File: config.mk
export PLATFORM = sky130hd
export DESIGN_NAME = id_ex_pipe_reg
export DESIGN_NICKNAME = d
export VERILOG_FILES = /design/src/rtl/id_ex_pipe_reg.sv
export SDC_FILE = /design/constraint.sdc
export NUM_CORES = 1
export LEC_CHECK = 0
export CORE_ASPECT_RATIO = 0.6
export CORE_MARGIN = 2
export CORE_UTILIZATION = 40
export CTS_BUF_LIST = sky130_fd_sc_hd__clkbuf_8
export DETAILED_ROUTE_END_ITERATION = 10
export PLACE_DENSITY = 0.76
export SYNTH_ARGS = -nofsm -noshare
export SYNTH_HDL_FRONTEND = slang
export SYNTH_SLANG_ARGS = --single-unit
File: constraint.sdc
create_clock -name clk -period 2.7 [get_ports clk]
set_clock_uncertainty 0.15 [all_clocks]
set_input_delay 0.81 -clock clk [delete_from_list [all_inputs] [get_ports clk]]
set_output_delay 0.81 -clock clk [all_outputs]
set_load 0.02 [all_outputs]
File: src/rtl/id_ex_pipe_reg.sv
// ID->EX pipeline register for the pipelined MIPS core.
// Supports stall, flush, write-back refresh of held operands, and saturating stall/bubble counters.
module id_ex_pipe_reg #(
  parameter int unsigned DATA_W  = 32,
  parameter int unsigned INSTR_W = 32,
  parameter int unsigned CTRL_W  = 8,
  parameter int unsigned REG_AW  = 5,
  parameter int unsigned CNT_W   = 16
) (
  input  logic               clk,
  input  logic               reset,
  input  logic               stall,
  input  logic               flush,
  input  logic               valid_ID,
  input  logic [DATA_W-1:0]  rsdata_ID,
  input  logic [DATA_W-1:0]  rtdata_ID,
  input  logic [DATA_W-1:0]  extendedimm_ID,
  input  logic [INSTR_W-1:0] Instr_ID,
  input  logic [CTRL_W-1:0]  ctrl_ID,
  input  logic               RegDst_ID,
  input  logic               wb_we,
  input  logic [REG_AW-1:0]  wb_addr,
  input  logic [DATA_W-1:0]  wb_data,
  output logic               valid_Ex,
  output logic [DATA_W-1:0]  rsdata_Ex,
  output logic [DATA_W-1:0]  rtdata_Ex,
  output logic [DATA_W-1:0]  extendedimm_Ex,
  output logic [INSTR_W-1:0] Instr_Ex,
  output logic [CTRL_W-1:0]  ctrl_Ex,
  output logic               RegDst_Ex,
  output logic [CNT_W-1:0]   stall_cnt,
  output logic [CNT_W-1:0]   bubble_cnt
);

  logic [REG_AW-1:0] rs_ex;
  logic [REG_AW-1:0] rt_ex;
  logic              refresh_rs;
  logic              refresh_rt;
  logic              stall_sat;
  logic              bubble_sat;

  // A held instruction must see results retired by WB while it waits in EX.
  always_comb begin
    rs_ex      = REG_AW'(Instr_Ex[25:21]);
    rt_ex      = REG_AW'(Instr_Ex[20:16]);
    refresh_rs = valid_Ex && wb_we && (wb_addr != '0) && (wb_addr == rs_ex);
    refresh_rt = valid_Ex && wb_we && (wb_addr != '0) && (wb_addr == rt_ex);
    stall_sat  = &stall_cnt;
    bubble_sat = &bubble_cnt;
  end

  always_ff @(posedge clk) begin
    if (reset) begin
      valid_Ex       <= 1'b0;
      rsdata_Ex      <= '0;
      rtdata_Ex      <= '0;
      extendedimm_Ex <= '0;
      Instr_Ex       <= '0;
      ctrl_Ex        <= '0;
      RegDst_Ex      <= 1'b0;
      stall_cnt      <= '0;
      bubble_cnt     <= '0;
    end else if (flush) begin
      valid_Ex       <= 1'b0;
      rsdata_Ex      <= '0;
      rtdata_Ex      <= '0;
      extendedimm_Ex <= '0;
      Instr_Ex       <= '0;
      ctrl_Ex        <= '0;
      RegDst_Ex      <= 1'b0;
      if (!bubble_sat) bubble_cnt <= bubble_cnt + 1'b1;
    end else if (stall) begin
      if (!stall_sat) stall_cnt <= stall_cnt + 1'b1;
      if (refresh_rs) rsdata_Ex <= wb_data;
      if (refresh_rt) rtdata_Ex <= wb_data;
    end else begin
      valid_Ex       <= valid_ID;
      rsdata_Ex      <= rsdata_ID;
      rtdata_Ex      <= rtdata_ID;
      extendedimm_Ex <= extendedimm_ID;
      Instr_Ex       <= Instr_ID;
      ctrl_Ex        <= ctrl_ID;
      RegDst_Ex      <= RegDst_ID;
    end
  end

endmodule

==> flow_metrics.tcl <==
set metrics [dict create \
    p_comb_share_pct 19.1 \
    nFillCells 1590 \
    synth.top_cell.area_share_pct 42.7 \
    grt_pass1_vias 7236 \
    reg2reg_setup_slack_ns 0.30 \
    wirelength_um 25600 \
    ys_seq_area_share_pct 42.7 \
    cpMaxStageDelayCell "clkdlybuf4s50_1" \
    ir_drop_v 0.000456 \
    gp_congestion 0.869 \
    p_int_uw 4360 \
    final_cell_mix "clkdlybuf4s50_1, dfxtp_1, mux2i_1" \
    rsz0062_at_grt "no" \
    port_buffers 349 \
    fin_setup_tns_ns 0 \
    whs_ns 0.352 \
    core_area_sq_mm 0.0193 \
    dieArea_sq_mm 0.0211 \
    max_freq_mhz 389 \
    ys_dominant_reg_cell "dfxtp_1" \
    synth.distinct_cells 45 \
    synthesis.area_sq_mm 0.00798 \
    cp_data_arrival_time_ns 1.61 \
    tightest_slew_ns 1.13 \
    period_minus_slack_ns 2.57 \
    ios 350 \
    p_per_area_mw_per_mm2 472 \
    firstDrtPassIters 4 \
    p_leak_uw 0.00485 \
    wl_per_cell_um 17.9 \
    setup_viol 0 \
    die_w_um 186 \
    p_clk_share_pct 36.1 \
    syn-mean-instance-area_sq_um 9.89 \
    clk_path_buf_depth 2 \
    initialDrtViolationCount 388 \
    root_buffer "clkbuf_8" \
    clkLatencyLatePin_ns 0.46 \
    hold_viol 0 \
    layout-drive-gt1-share_pct 12.5 \
    cts_resized 0 \
    via_count 7318 \
    diodes 0 \
    cts_max_level 4 \
    post-route-util_pct 64.7 \
    antenna_found_initial 0 \
    via_per_inst 5.12 \
    switchingPower_uw 1530 \
    synth.area.top_cells "dfxtp_1, mux2i_1, a211oi_2" \
    cts_tree "done" \
    required_ns 1.74 \
    remaining_drc_errors 0 \
    synth_edf_count 0 \
    cp-start-kind "flop" \
    hold_path.class "reg -> reg" \
    path_cells "clkdlybuf4s50_1" \
    cp_max_fo 7 \
    endpoint_kind "output pin" \
    ys_ff_latch 170 \
    grt_max_degree 104 \
    layout_commonest_cell "clkdlybuf4s50_1" \
    numCtsBuffers 17 \
    seq_power_share_pct 44.8 \
    synth_nets 988 \
    grt_usage_pct 23.8 \
    syn_inst 806 \
    final_nets 1333 \
    fin_area_sq_mm 0.0125 \
    max_stage_delay_ns 0.68 \
    yosys_warnings 0 \
    ant_nets 0 \
    crit_buf_inv 1 \
    timing.slew.headroom_pct 23.6 \
    path_class "reg -> out" \
    placedInstanceArea_sq_mm 0.0120 \
    worst_path_dominant_cell_family "buffers and inverters" \
    postCtsSetupRepairBufs 0 \
    status "complete, no violations" \
    cap_violations 0 \
    fin_crit_sh_pct 95.1 \
    synthArstFlopShare_pct 0 \
    rows 39 \
    slew_viol_final 0 \
    post-synth-top-area-cell "dfxtp_1" \
    dp_hpwl_um 18900 \
    start_util_pct 41.4 \
    area_growth_pct 56.3 \
    clkTransAtPathRegs_ns 0.09 \
    clock_sinks 170 \
    grt_pass1_wl_um 39000 \
    switching_share_pct 25.9 \
    grt-ovfl-total 0 \
    die_h_um 113 \
    cts_hold_buf 0 \
]
[synthesized netlist by cell type, types with 2 or more instances]
| master | count |
|---|---|
| dfxtp_1 | 170 |
| mux2i_1 | 140 |
| nor2_1 | 88 |
| a21oi_1 | 83 |
| nand2b_1 | 64 |
| a211oi_2 | 60 |
| clkbuf_1 | 44 |
| nand2_1 | 17 |
| buf_2 | 13 |
| nand4_1 | 12 |
| or4_1 | 10 |
| o31ai_1 | 8 |
| mux2_2 | 7 |
| nand3_1 | 7 |
| nor2b_1 | 7 |
| xor2_1 | 7 |
| a211oi_1 | 6 |
| buf_6 | 6 |
| inv_1 | 6 |
| xnor2_1 | 6 |
| and4_1 | 5 |
| or3_1 | 5 |
| o21ai_0 | 4 |
| nor3_1 | 3 |
| o211a_1 | 3 |
| a21bo_2 | 2 |
| ha_1 | 2 |
| nor4_1 | 2 |
| nor4_2 | 2 |
| o41ai_1 | 2 |
[sequential cells by signal, indices dropped and copies added (netlist names)]
register / count
Instr_Ex: 32
extendedimm_Ex: 32
rsdata_Ex: 32
rtdata_Ex: 32
bubble_cnt: 16
stall_cnt: 16
ctrl_Ex: 8
RegDst_Ex: 1
valid_Ex: 1
[per-stage QoR]
step	worst slack, ns	cells	total power (uW)
after floorplan	0.315	806	3230
after global placement	-0.211	1398	3810
after detailed placement	-0.268	1398	3820
after CTS	0.0947	1430	5950
after global routing	0.0470	1430	6130
final	0.132	1430	5890
[cell type report]
| type | instances | area [sq um] | share of cell area [%] |
|---|---|---|---|
| clock buffers | 20 | 275 | 2.21 |
| clock inverters | 12 | 196 | 1.58 |
| inverters | 6 | 22.5 | 0.181 |
| multi-input cells | 567 | 4280 | 34.3 |
| flip-flops and latches | 170 | 3400 | 27.3 |
| well taps | 266 | 333 | 2.67 |
| repair buffers | 389 | 3960 | 31.8 |
[path summary, 6_finish.rpt]
path                               startpoint            end  cells past startpoint
worst max-delay path            bubble_cnt[8]  bubble_cnt[8]                      1
worst min-delay path               ctrl_Ex[7]     ctrl_Ex[7]                      2
worst max register to register  bubble_cnt[0]  bubble_cnt[2]                      5
worst min register to register     ctrl_Ex[7]     ctrl_Ex[7]                      2
[power groups by stage]
stage	Clock (uW)	Sequential [uW]	Combinational (uW)
floorplan	0	2790	441
global placement	0	2690	1110
detailed placement	0	2700	1130
CTS	2180	2640	1130
global route	2280	2650	1200
finish	2120	2640	1120
[cell families after synthesis]
| kind of cell | after synthesis | synth area share [%] |
|---|---|---|
| mux | 147 | 18.6 |
| buf+inv | 69 | 4.02 |
| flops | 170 | 42.7 |
| simple gates | 228 | 15.0 |
| compound gates | 177 | 18.0 |
| fa+ha+maj | 2 | 0.314 |
| xor+xnor | 13 | 1.43 |
[metal layers]
metal / vias up / track usage [%] / wire length, um / part of all wire, %
met3: 38 / 7.38 / 2020 / 7.9
met4: 0 / 8.50 / 541 / 2.1
met1: 3438 / 29.8 / 11200 / 44
li1: 3590 / - / - / -
met2: 252 / 38.7 / 11900 / 46
met5: - / 0 / 0 / 0
[worst register-to-register path, cell delays in order, from the launching register on]
cell,delay (ns)
dfxtp_1,0.42
ha_1,0.22
nand3_1,0.12
o41ai_2,1.04
o21ai_0,0.20
a21oi_1,0.17
Note: power is estimated with default switching activity, not from simulation.
